<file path="src/rtl/axi_inter_cmd_driver_if.sv">
`default_nettype none
// ============================================================================
// axi_inter_cmd_driver_if : command, D-bus and response signals of one driver
// Revision 1.0
// ============================================================================
interface axi_inter_cmd_driver_if;
  logic        cmd_valid;
  logic        cmd_ready;
  logic        cmd_action;
  logic [2:0]  cmd_formula;
  logic [7:0]  cmd_dram_no;
  logic [47:0] cmd_index;
  logic        rsp_valid;
  logic        rsp_ready;
  logic [11:0] rsp_result;
  logic        rsp_timeout;
  logic        spurious_out;
  logic        in_valid;
  logic        action_valid;
  logic        formula_valid;
  logic        dram_no_valid;
  logic        index_valid;
  logic [11:0] D;
  logic        out_valid;
  logic [11:0] result;

  modport master (
    input  cmd_valid, cmd_action, cmd_formula, cmd_dram_no, cmd_index,
           rsp_ready, out_valid, result,
    output cmd_ready, rsp_valid, rsp_result, rsp_timeout, spurious_out,
           in_valid, action_valid, formula_valid, dram_no_valid, index_valid, D
  );

  modport slave (
    output cmd_valid, cmd_action, cmd_formula, cmd_dram_no, cmd_index,
           rsp_ready, out_valid, result,
    input  cmd_ready, rsp_valid, rsp_result, rsp_timeout, spurious_out,
           in_valid, action_valid, formula_valid, dram_no_valid, index_valid, D
  );
endinterface
`default_nettype wire

</file>
<file path="src/rtl/axi_inter_cmd_driver.sv">
`default_nettype none
// ============================================================================
// axi_inter_cmd_driver : buffers host commands, serialises them onto D, returns result
// Revision 1.0
// ============================================================================
module axi_inter_cmd_driver #(
  parameter int CMD_DEPTH = 2,
  parameter int GAP       = 0,
  parameter int TIMEOUT   = 1024
) (
  input wire logic               clk,
  input wire logic               rst,
  axi_inter_cmd_driver_if.master bus
);
  localparam int                PTR_W     = $clog2(CMD_DEPTH);
  localparam int                CNT_W     = PTR_W + 1;
  localparam int                WAIT_W    = $clog2(TIMEOUT);
  localparam int                CMD_W     = 60;
  localparam logic [3:0]        GAP_LAST  = 4'(GAP);
  localparam logic [WAIT_W-1:0] WAIT_LAST = WAIT_W'(TIMEOUT - 1);
  localparam logic [CNT_W-1:0]  CNT_FULL  = CNT_W'(CMD_DEPTH);

  typedef enum logic [2:0] {
    S_IDLE, S_FETCH, S_ACT, S_FORM, S_DRAM, S_IDX, S_WAIT, S_RESP
  } state_t;

  state_t             state_q, state_d;
  logic [CMD_W-1:0]   mem [CMD_DEPTH];
  logic [PTR_W-1:0]   wr_ptr, rd_ptr;
  logic [CNT_W-1:0]   count_q, count_d;
  logic               ready_q, push, pop;

  logic               work_action;
  logic [2:0]         work_formula;
  logic [7:0]         work_dram;
  logic [47:0]        work_index;

  logic [3:0]         gap_q, gap_d;
  logic [1:0]         idx_q, idx_d;
  logic [WAIT_W-1:0]  wait_q, wait_d;

  logic               rsp_valid_q, rsp_timeout_q, spurious_q;
  logic [11:0]        rsp_result_q;

  logic               in_valid_q, action_valid_q, formula_valid_q, dram_valid_q, index_valid_q;
  logic               in_valid_d, action_valid_d, formula_valid_d, dram_valid_d, index_valid_d;
  logic [11:0]        d_q, d_d;
  logic               emit;

  assign push = bus.cmd_valid && ready_q;

  always_comb begin
    count_d = count_q;
    if (push && !pop)
      count_d = count_q + CNT_W'(1);
    else if (pop && !push)
      count_d = count_q - CNT_W'(1);
  end

  always_ff @(posedge clk) begin
    if (push)
      mem[wr_ptr] <= {bus.cmd_action, bus.cmd_formula, bus.cmd_dram_no, bus.cmd_index};
  end

  // Field states hold for GAP extra cycles after emitting; the last index goes straight to WAIT.
  always_comb begin
    state_d = state_q;
    gap_d   = gap_q;
    idx_d   = idx_q;
    wait_d  = wait_q;
    pop     = 1'b0;
    case (state_q)
      S_IDLE: begin
        if (count_q != '0 && !rsp_valid_q) begin
          pop     = 1'b1;
          state_d = S_FETCH;
        end
      end
      S_FETCH: begin
        state_d = S_ACT;
        gap_d   = '0;
        idx_d   = '0;
      end
      S_ACT, S_FORM, S_DRAM: begin
        if (gap_q == GAP_LAST) begin
          gap_d   = '0;
          state_d = (state_q == S_ACT)  ? S_FORM :
                    (state_q == S_FORM) ? S_DRAM : S_IDX;
        end else begin
          gap_d = gap_q + 4'd1;
        end
      end
      S_IDX: begin
        if (idx_q == 2'd3) begin
          state_d = S_WAIT;
          idx_d   = '0;
          wait_d  = '0;
        end else if (gap_q == GAP_LAST) begin
          gap_d = '0;
          idx_d = idx_q + 2'd1;
        end else begin
          gap_d = gap_q + 4'd1;
        end
      end
      S_WAIT: begin
        if (bus.out_valid || wait_q == WAIT_LAST)
          state_d = S_RESP;
        else
          wait_d = wait_q + WAIT_W'(1);
      end
      S_RESP: begin
        if (bus.rsp_ready)
          state_d = S_IDLE;
      end
      default: state_d = S_IDLE;
    endcase

    emit            = (gap_d == 4'd0);
    action_valid_d  = emit && (state_d == S_ACT);
    in_valid_d      = action_valid_d;
    formula_valid_d = emit && (state_d == S_FORM);
    dram_valid_d    = emit && (state_d == S_DRAM);
    index_valid_d   = emit && (state_d == S_IDX);

    d_d = '0;
    if (action_valid_d)
      d_d = {11'd0, work_action};
    else if (formula_valid_d)
      d_d = {9'd0, work_formula};
    else if (dram_valid_d)
      d_d = {4'd0, work_dram};
    else if (index_valid_d) begin
      case (idx_d)
        2'd0:    d_d = work_index[47:36];
        2'd1:    d_d = work_index[35:24];
        2'd2:    d_d = work_index[23:12];
        default: d_d = work_index[11:0];
      endcase
    end
  end

  always_ff @(posedge clk) begin
    if (rst) begin
      state_q         <= S_IDLE;
      wr_ptr          <= '0;
      rd_ptr          <= '0;
      count_q         <= '0;
      ready_q         <= 1'b1;
      work_action     <= 1'b0;
      work_formula    <= '0;
      work_dram       <= '0;
      work_index      <= '0;
      gap_q           <= '0;
      idx_q           <= '0;
      wait_q          <= '0;
      rsp_valid_q     <= 1'b0;
      rsp_timeout_q   <= 1'b0;
      rsp_result_q    <= '0;
      spurious_q      <= 1'b0;
      in_valid_q      <= 1'b0;
      action_valid_q  <= 1'b0;
      formula_valid_q <= 1'b0;
      dram_valid_q    <= 1'b0;
      index_valid_q   <= 1'b0;
      d_q             <= '0;
    end else begin
      state_q <= state_d;
      gap_q   <= gap_d;
      idx_q   <= idx_d;
      wait_q  <= wait_d;
      count_q <= count_d;
      ready_q <= (count_d != CNT_FULL);
      if (push)
        wr_ptr <= wr_ptr + PTR_W'(1);
      if (pop) begin
        rd_ptr <= rd_ptr + PTR_W'(1);
        {work_action, work_formula, work_dram, work_index} <= mem[rd_ptr];
      end

      // A result on the terminal WAIT cycle wins over the timeout.
      if (state_q == S_WAIT) begin
        if (bus.out_valid) begin
          rsp_valid_q   <= 1'b1;
          rsp_result_q  <= bus.result;
          rsp_timeout_q <= 1'b0;
        end else if (wait_q == WAIT_LAST) begin
          rsp_valid_q   <= 1'b1;
          rsp_result_q  <= '0;
          rsp_timeout_q <= 1'b1;
        end
      end else if (state_q == S_RESP && bus.rsp_ready) begin
        rsp_valid_q <= 1'b0;
      end

      if (bus.out_valid && state_q != S_WAIT)
        spurious_q <= 1'b1;

      in_valid_q      <= in_valid_d;
      action_valid_q  <= action_valid_d;
      formula_valid_q <= formula_valid_d;
      dram_valid_q    <= dram_valid_d;
      index_valid_q   <= index_valid_d;
      d_q             <= d_d;
    end
  end

  assign bus.cmd_ready     = ready_q;
  assign bus.rsp_valid     = rsp_valid_q;
  assign bus.rsp_result    = rsp_result_q;
  assign bus.rsp_timeout   = rsp_timeout_q;
  assign bus.spurious_out  = spurious_q;
  assign bus.in_valid      = in_valid_q;
  assign bus.action_valid  = action_valid_q;
  assign bus.formula_valid = formula_valid_q;
  assign bus.dram_no_valid = dram_valid_q;
  assign bus.index_valid   = index_valid_q;
  assign bus.D             = d_q;
endmodule
`default_nettype wire

</file>
<file path="src/flat_wrapper.sv">
// flat-port wrapper written by rule: the top's interface ports become plain ports
module axi_inter_cmd_driver_flat 
#(
  parameter int CMD_DEPTH = 2,
  parameter int GAP       = 0,
  parameter int TIMEOUT   = 1024
)
  (clk, rst, bus_cmd_valid, bus_cmd_action, bus_cmd_formula, bus_cmd_dram_no, bus_cmd_index, bus_rsp_ready, bus_out_valid, bus_result, bus_cmd_ready, bus_rsp_valid, bus_rsp_result, bus_rsp_timeout, bus_spurious_out, bus_in_valid, bus_action_valid, bus_formula_valid, bus_dram_no_valid, bus_index_valid, bus_D);
  axi_inter_cmd_driver_if bus_i ();
  input wire logic clk;
  input wire logic rst;
  input wire logic [$bits(bus_i.cmd_valid)-1:0] bus_cmd_valid;
  input wire logic [$bits(bus_i.cmd_action)-1:0] bus_cmd_action;
  input wire logic [$bits(bus_i.cmd_formula)-1:0] bus_cmd_formula;
  input wire logic [$bits(bus_i.cmd_dram_no)-1:0] bus_cmd_dram_no;
  input wire logic [$bits(bus_i.cmd_index)-1:0] bus_cmd_index;
  input wire logic [$bits(bus_i.rsp_ready)-1:0] bus_rsp_ready;
  input wire logic [$bits(bus_i.out_valid)-1:0] bus_out_valid;
  input wire logic [$bits(bus_i.result)-1:0] bus_result;
  output wire logic [$bits(bus_i.cmd_ready)-1:0] bus_cmd_ready;
  output wire logic [$bits(bus_i.rsp_valid)-1:0] bus_rsp_valid;
  output wire logic [$bits(bus_i.rsp_result)-1:0] bus_rsp_result;
  output wire logic [$bits(bus_i.rsp_timeout)-1:0] bus_rsp_timeout;
  output wire logic [$bits(bus_i.spurious_out)-1:0] bus_spurious_out;
  output wire logic [$bits(bus_i.in_valid)-1:0] bus_in_valid;
  output wire logic [$bits(bus_i.action_valid)-1:0] bus_action_valid;
  output wire logic [$bits(bus_i.formula_valid)-1:0] bus_formula_valid;
  output wire logic [$bits(bus_i.dram_no_valid)-1:0] bus_dram_no_valid;
  output wire logic [$bits(bus_i.index_valid)-1:0] bus_index_valid;
  output wire logic [$bits(bus_i.D)-1:0] bus_D;
  assign bus_i.cmd_valid = bus_cmd_valid;
  assign bus_i.cmd_action = bus_cmd_action;
  assign bus_i.cmd_formula = bus_cmd_formula;
  assign bus_i.cmd_dram_no = bus_cmd_dram_no;
  assign bus_i.cmd_index = bus_cmd_index;
  assign bus_i.rsp_ready = bus_rsp_ready;
  assign bus_i.out_valid = bus_out_valid;
  assign bus_i.result = bus_result;
  assign bus_cmd_ready = bus_i.cmd_ready;
  assign bus_rsp_valid = bus_i.rsp_valid;
  assign bus_rsp_result = bus_i.rsp_result;
  assign bus_rsp_timeout = bus_i.rsp_timeout;
  assign bus_spurious_out = bus_i.spurious_out;
  assign bus_in_valid = bus_i.in_valid;
  assign bus_action_valid = bus_i.action_valid;
  assign bus_formula_valid = bus_i.formula_valid;
  assign bus_dram_no_valid = bus_i.dram_no_valid;
  assign bus_index_valid = bus_i.index_valid;
  assign bus_D = bus_i.D;
  axi_inter_cmd_driver #(.CMD_DEPTH(CMD_DEPTH), .GAP(GAP), .TIMEOUT(TIMEOUT)) u_core (.clk(clk), .rst(rst), .bus(bus_i));
endmodule
</file>
<file path="config.mk">
export PLATFORM = sky130hd
export DESIGN_NAME = axi_inter_cmd_driver_flat
export DESIGN_NICKNAME = d
export VERILOG_FILES = /design/src/rtl/axi_inter_cmd_driver_if.sv /design/src/rtl/axi_inter_cmd_driver.sv /design/src/flat_wrapper.sv
export SDC_FILE = /design/constraint.sdc
export NUM_CORES = 1
export LEC_CHECK = 0
export CELL_PAD_IN_SITES_DETAIL_PLACEMENT = 2
export CELL_PAD_IN_SITES_GLOBAL_PLACEMENT = 2
export CORE_MARGIN = 5
export CORE_UTILIZATION = 39
export CTS_BUF_LIST = sky130_fd_sc_hd__clkbuf_2 sky130_fd_sc_hd__clkbuf_4 sky130_fd_sc_hd__clkbuf_8
export CTS_CLUSTER_SIZE = 10
export DETAILED_ROUTE_END_ITERATION = 7
export PLACE_DENSITY = 0.88
export SYNTH_ARGS = -nofsm -noshare
export SYNTH_HDL_FRONTEND = slang
export SYNTH_SLANG_ARGS = --single-unit
</file>
<file path="constraint.sdc">
create_clock -name clk -period 3.8 [get_ports clk]
set_input_delay 0.38 -clock clk [delete_from_list [all_inputs] [get_ports clk]]
set_output_delay 0.38 -clock clk [all_outputs]
set_load 0.005 [all_outputs]
</file>
==> flow_metrics.tcl, run 1 <==
set metrics [dict create \
    status "complete, no violations" \
    synth_cells 768 \
    ys_seq_elements 235 \
    h-tree-depth 2 \
    synthAdderAreaFrac 0.00669 \
    clkPwrFrac 0.273 \
    post-synth-top-area-fraction 0.385 \
    detail_route.vias_per_cell 5.52 \
    numCtsBuffers 41 \
    antenna_found_initial 0 \
    insertedDiodeCount 0 \
    worst-slew-pin-transition_ns 0.921 \
    post_synth.cell_area_avg_um2 12.2 \
    total_leakage_power_nw 3.91 \
    finalSetupViolations 0 \
    number_of_gates_resized_after_cts 0 \
    yosys-top-cells-area "edfxtp_1 (39%), dfxtp_1 (25%), mux2i_1 (7.3%), a211oi_1 (5.9%), nor2_1 (4.7%)" \
    slew_headroom 0.386 \
    synthToLayoutAreaGrowth_pct 23.5 \
    clk_pin_slew_ns 0.07 \
    fp.dieW_um 165 \
    num_vias 6777 \
    critical_path.endpoint_type "flip-flop" \
    globalRouteOverflowTotal 0 \
    muxShareOfSynthArea 0.0788 \
    critical_path_start_type "flip-flop" \
    die_y_um 165 \
    synthDominantAreaCellType "edfxtp_1" \
    final_min_period_over_clock_period 0.850 \
    final.setup.tns_ns 0 \
    synthesis.area_um2 9350 \
    synth_area_in_simple_gates 0.0962 \
    crit_path_start "u_core.state_q[2]" \
    clk_root_buffer_cell "clkbuf_8" \
    critical_path_peak_fanout 25 \
    core.rowCount 56 \
    layout.cell_area.non_filler_um2 11500 \
    finalNonFillerCells 1228 \
    vdd.ir_drop.worst_mv 0.357 \
    clock_latency_on_the_worst_skew_pair_ns 0.54 \
    cap_violations 0 \
    worstHoldStart "bus_cmd_index[31]" \
    post-route-drc-count 0 \
    post-place-cells 1154 \
    nFillCells 2320 \
    report.final.slew_viol_count 0 \
    cell_int_power_mw 5.53 \
    pin_count_of_the_biggest_net_entering_global_routing 79 \
    routabilityCongestion 0.899 \
    yosysWarnings 0 \
    timing_hold_violations_final 0 \
    dominantRegCellSynth "edfxtp_1" \
    floorplan.die_area_um2 27200 \
    dpl_worst_slack_ns 0.742 \
    required_ns 4.19 \
    grt.total_usage 0.204 \
    initial_utilization 0.397 \
    criticalPathCategory "reg -> reg" \
    routed_wire_length_per_instance_um 22.8 \
    synth_compound_area_frac 0.143 \
    post_synth_xor_area_fraction 0.0131 \
    synth-seq-area-share 0.632 \
    arrival_ns 3.62 \
    synth_async_sr_flop_share 0 \
    cts_tree "built" \
    clock-skew-final_ns 0.0223 \
    dp_hpwl_mm 18.7 \
    drive_above_1_share 0.113 \
    postLayoutCoreUtil 0.490 \
    detailed_place.area_um2 10700 \
    port-buffer-count 109 \
    top_cells_by_instance_count_after_synthesis "edfxtp_1 (120), nor2_1 (116), dfxtp_1 (115)" \
    synth_edf_count 120 \
    power_density_nw_per_um2 751 \
    drtPass1Iterations 4 \
    timing.hold.ws_ns 0.429 \
    p_sw_mw 3.14 \
    first_global_vias 7438 \
    setup_ws_post_layout_ns 0.571 \
    synth_most_common_cell "edfxtp_1" \
    io-pin-count 110 \
    design.core.area_um2 23500 \
    reg2reg_from "u_core.state_q[2]" \
    synth_top_family_by_area "compound AO/OA/AOI/OAI gates" \
    power.combinational.fraction 0.285 \
    syn-num-nets 850 \
    switching_share 0.362 \
    cts_post_setup_buffers_inserted 0 \
    unrepaired_setup_endpoints_after_global_routing "false" \
    seq_power_share 0.442 \
    detail_route.iter0.violations 445 \
    wire_length_of_the_first_global_routing_pass_mm 43.1 \
    final_antenna_net_count 0 \
    post-layout-total-power_mw 8.67 \
    fmax_ghz 0.310 \
    nNetsFinal 960 \
    final_critical_path_required_period_ns 3.23 \
    clk_path_buf_depth 3 \
    tritoncts_num_sinks 235 \
    post_cts_hold_buffer_count 0 \
    netlist-cell-type-count 61 \
    holdCritPathClass "in -> reg" \
    drt-total-wl_mm 28.0 \
]
[flip-flops by register name, indices dropped and copies added, names as in the netlist, 2 cells and up]
signal / cells
u_core.mem: 120
u_core.work_index: 48
u_core.bus.D: 12
u_core.bus.rsp_result: 12
u_core.wait_q: 10
u_core.work_dram: 8
u_core.gap_q: 4
u_core.state_q: 3
u_core.work_formula: 3
u_core.count_q: 2
u_core.idx_q: 2
[power by group through the flow]
stage	clock network [mW]	registers, mW	logic, mW
global route	2.54	3.88	2.68
finish	2.37	3.83	2.47
CTS	2.42	3.83	2.48
global placement	0	3.80	2.22
floorplan	0	3.49	1.89
detailed placement	0	3.86	2.41
[area by class of cell]
cell class	count	area, um2	share of cell area
Sequential cell	235	5910	0.512
Multi-Input combinational cell	467	3170	0.275
Timing Repair Buffer	118	1170	0.101
Clock buffer	67	797	0.0691
Tap cell	319	399	0.0346
Inverter	15	56.3	0.00488
Clock inverter	7	43.8	0.00379
[routing by layer]
| metal | track usage | up-vias | share of wire |
|---|---|---|---|
| li1 | - | 3111 | - |
| met2 | 0.359 | 206 | 0.50 |
| met3 | 0.0394 | 54 | 0.059 |
| met1 | 0.252 | 3406 | 0.41 |
| met5 | 0 | - | 0 |
| met4 | 0.0692 | 0 | 0.029 |
[critical path, cell delays in order (launching register included)]
cell      delay (ns)
dfxtp_1         0.85
nand2b_1        0.34
o21ai_1         0.22
buf_4           0.23
a32o_1          0.75
a211oi_1        0.12
nor3_1          0.40
o32ai_2         0.17
[cells in the final DEF, fill, tap and decap left out, types with 6 or more instances in the layout]
cell	Yosys	routed
o22ai_1	11	11
a32oi_1	8	8
buf_4	3	8
mux2i_1	68	68
nor2b_1	6	6
dfxtp_1	115	114
clkbuf_8	0	47
xor2_1	6	6
nand3_1	10	10
a211oi_1	74	74
nor2_1	116	114
a22oi_1	17	17
xnor2_1	8	8
inv_1	15	15
clkdlybuf4s50_1	0	108
nand2_1	23	23
nor3_1	7	7
edfxtp_1	120	120
clkbuf_4	0	20
o21ai_0	7	7
a21oi_1	21	21
o211ai_1	12	12
[final timing paths]
path                                          endpoint  slack (ns)  cells after the start
worst max-delay path                   u_core.bus.D[0]        0.57                      7
worst max register to register         u_core.bus.D[0]        0.57                      7
worst min register to register  u_core.bus.rsp_timeout        0.46                      2
worst min-delay path                 u_core.mem[0][31]        0.43                      1
[kinds of logic (layout without fill, tap and decap cells)]
logic type | Yosys count | count (layout)
adders and majority gates | 5 | 5
xor gates and xnor gates | 14 | 14
DFF | 235 | 235
and+or+nand+nor | 196 | 196
AOI/OAI and AO/OA | 179 | 179
buffers and inverters | 66 | 207
muxes | 73 | 73
Power figures use the tool's default switching activity.
==> inputs of run 2 (changes only) <==
==> constraint.sdc (replaced) <==
create_clock -name clk -period 3.06 [get_ports clk]
set_input_delay 0.306 -clock clk [delete_from_list [all_inputs] [get_ports clk]]
set_output_delay 0.306 -clock clk [all_outputs]
set_load 0.005 [all_outputs]
==> run 2 against run 1 <==
Compared with the run above: non-clock buffer count increased by 9; final area increased by 1.2%; die area unchanged; clock power increased by 30%; critical path depth increased by 1; routed wire length increased by 6.3%; global-route usage increased by 1.8 points; first-iteration DRC count decreased by 25%; critical path type unchanged; largest cell class unchanged.
==> flow_metrics.tcl, run 2 (same netlist as run 1, synthesis figures left out) <==
set metrics [dict create \
    status "complete, no violations" \
    dpl_worst_slack_ns 0.178 \
    detailed_place.area_um2 10800 \
    tritoncts_num_sinks 235 \
    routed_wire_length_per_instance_um 24.1 \
    clock-skew-final_ns 0.0207 \
    power_density_nw_per_um2 945 \
    arrival_ns 3.26 \
    drt-total-wl_mm 29.8 \
    reg2reg_from "u_core.gap_q[1]" \
    clk_root_buffer_cell "clkbuf_8" \
    detail_route.vias_per_cell 5.55 \
    clk_path_buf_depth 3 \
    report.final.slew_viol_count 0 \
    first_global_vias 7758 \
    core.rowCount 56 \
    antenna_found_initial 0 \
    clock_latency_on_the_worst_skew_pair_ns 0.55 \
    cap_violations 0 \
    wire_length_of_the_first_global_routing_pass_mm 46.1 \
    layout_top_registers "u_core.mem (120), u_core.work_index (48)" \
    fp.dieW_um 165 \
    io-pin-count 110 \
    post_cts_hold_buffer_count 0 \
    globalRouteOverflowTotal 0 \
    cts_tree "built" \
    timing_hold_violations_final 0 \
    nFillCells 2331 \
    synthToLayoutAreaGrowth_pct 25.0 \
    worstHoldStart "bus_cmd_index[24]" \
    crit_path_start "u_core.gap_q[1]" \
    critical_path.endpoint_type "flip-flop" \
    die_y_um 165 \
    final_min_period_over_clock_period 0.924 \
    grt.total_usage 0.223 \
    drtPass1Iterations 4 \
    pin_count_of_the_biggest_net_entering_global_routing 90 \
    vdd.ir_drop.worst_mv 0.517 \
    total_leakage_power_nw 3.98 \
    required_ns 3.49 \
    layout.cell_area.non_filler_um2 11700 \
    fmax_ghz 0.354 \
    setup_ws_post_layout_ns 0.231 \
    nNetsFinal 968 \
    floorplan.die_area_um2 27200 \
    top_register "u_core.mem" \
    mostFrequentLayoutCells "edfxtp_1 (120), nor2_1 (114), dfxtp_1 (113), clkdlybuf4s50_1 (108), a211oi_1 (73)" \
    worst-slew-pin-transition_ns 0.829 \
    unrepaired_setup_endpoints_after_global_routing "false" \
    clk_pin_slew_ns 0.07 \
    layout.cells.most_common "edfxtp_1" \
    largest_register_ffs 120 \
    initial_utilization 0.397 \
    critical_path_start_type "flip-flop" \
    final_antenna_net_count 0 \
    holdCritPathClass "in -> reg" \
    finalSetupViolations 0 \
    post-route-drc-count 0 \
    postLayoutCoreUtil 0.496 \
    slew_headroom 0.447 \
    final_critical_path_required_period_ns 2.83 \
    num_vias 6874 \
    design.core.area_um2 23500 \
    criticalPathCategory "reg -> reg" \
    final.setup.tns_ns 0 \
    routabilityCongestion 0.894 \
    timing.hold.ws_ns 0.347 \
    dp_hpwl_mm 18.3 \
    detail_route.iter0.violations 335 \
    h-tree-depth 2 \
    numCtsBuffers 40 \
    port-buffer-count 109 \
    drive_above_1_share 0.124 \
    critical_path_peak_fanout 10 \
]
## run 2: worst max-delay path: stages, from the launching register on
cell	delay, ns
dfxtp_1	0.37
inv_1	0.09
ha_1	0.20
or3b_1	0.54
nor3_2	0.27
a21oi_1	0.10
a2111oi_4	0.52
nand3b_1	0.34
a211oi_2	0.30
## run 2: repair_timing
item,4_1_cts,5_1_grt
endpoints found under the setup margin,0,2
setup buffers,0,0
resized for setup,0,2
## run 2: stage by stage
stage,power [mW],cells
finish,11.0,1238
global route,11.6,1237
CTS,11.1,1237
detailed placement,7.82,1163
global placement,7.51,1163
floorplan,6.68,768
## run 2: area by class of cell
type	count	area [um2]	area share
antenna	1	2.50	0.000214
inverter	15	56.3	0.00482
multi-input combinational	467	3180	0.272
sequential	235	5910	0.506
clock buffer	69	843	0.0722
clock inverter	5	27.5	0.00236
tap	319	399	0.0342
timing repair buffer	127	1270	0.109
## run 2: layer usage
layer,global-route usage,up-vias,share of wire
met5,0,-,0
met4,0.109,0,0.045
met3,0.0399,88,0.045
met2,0.397,211,0.52
met1,0.257,3456,0.39
li1,-,3119,-
## run 2: worst paths after layout
path                       endpoint  slack [ns]  cells after the start
max                u_core.bus.D[11]        0.23                      8
min               u_core.mem[1][24]        0.35                      1
max reg2reg        u_core.bus.D[11]        0.23                      8
min reg2reg  u_core.bus.rsp_timeout        0.47                      2
## run 2: where the power goes
group / switching (mW) / total [mW] / internal (mW)
combinational: 2.08 / 3.33 / 1.24
clock: 1.34 / 3.08 / 1.73
sequential: 0.616 / 4.64 / 4.02
total: 4.04 / 11.0 / 7.00
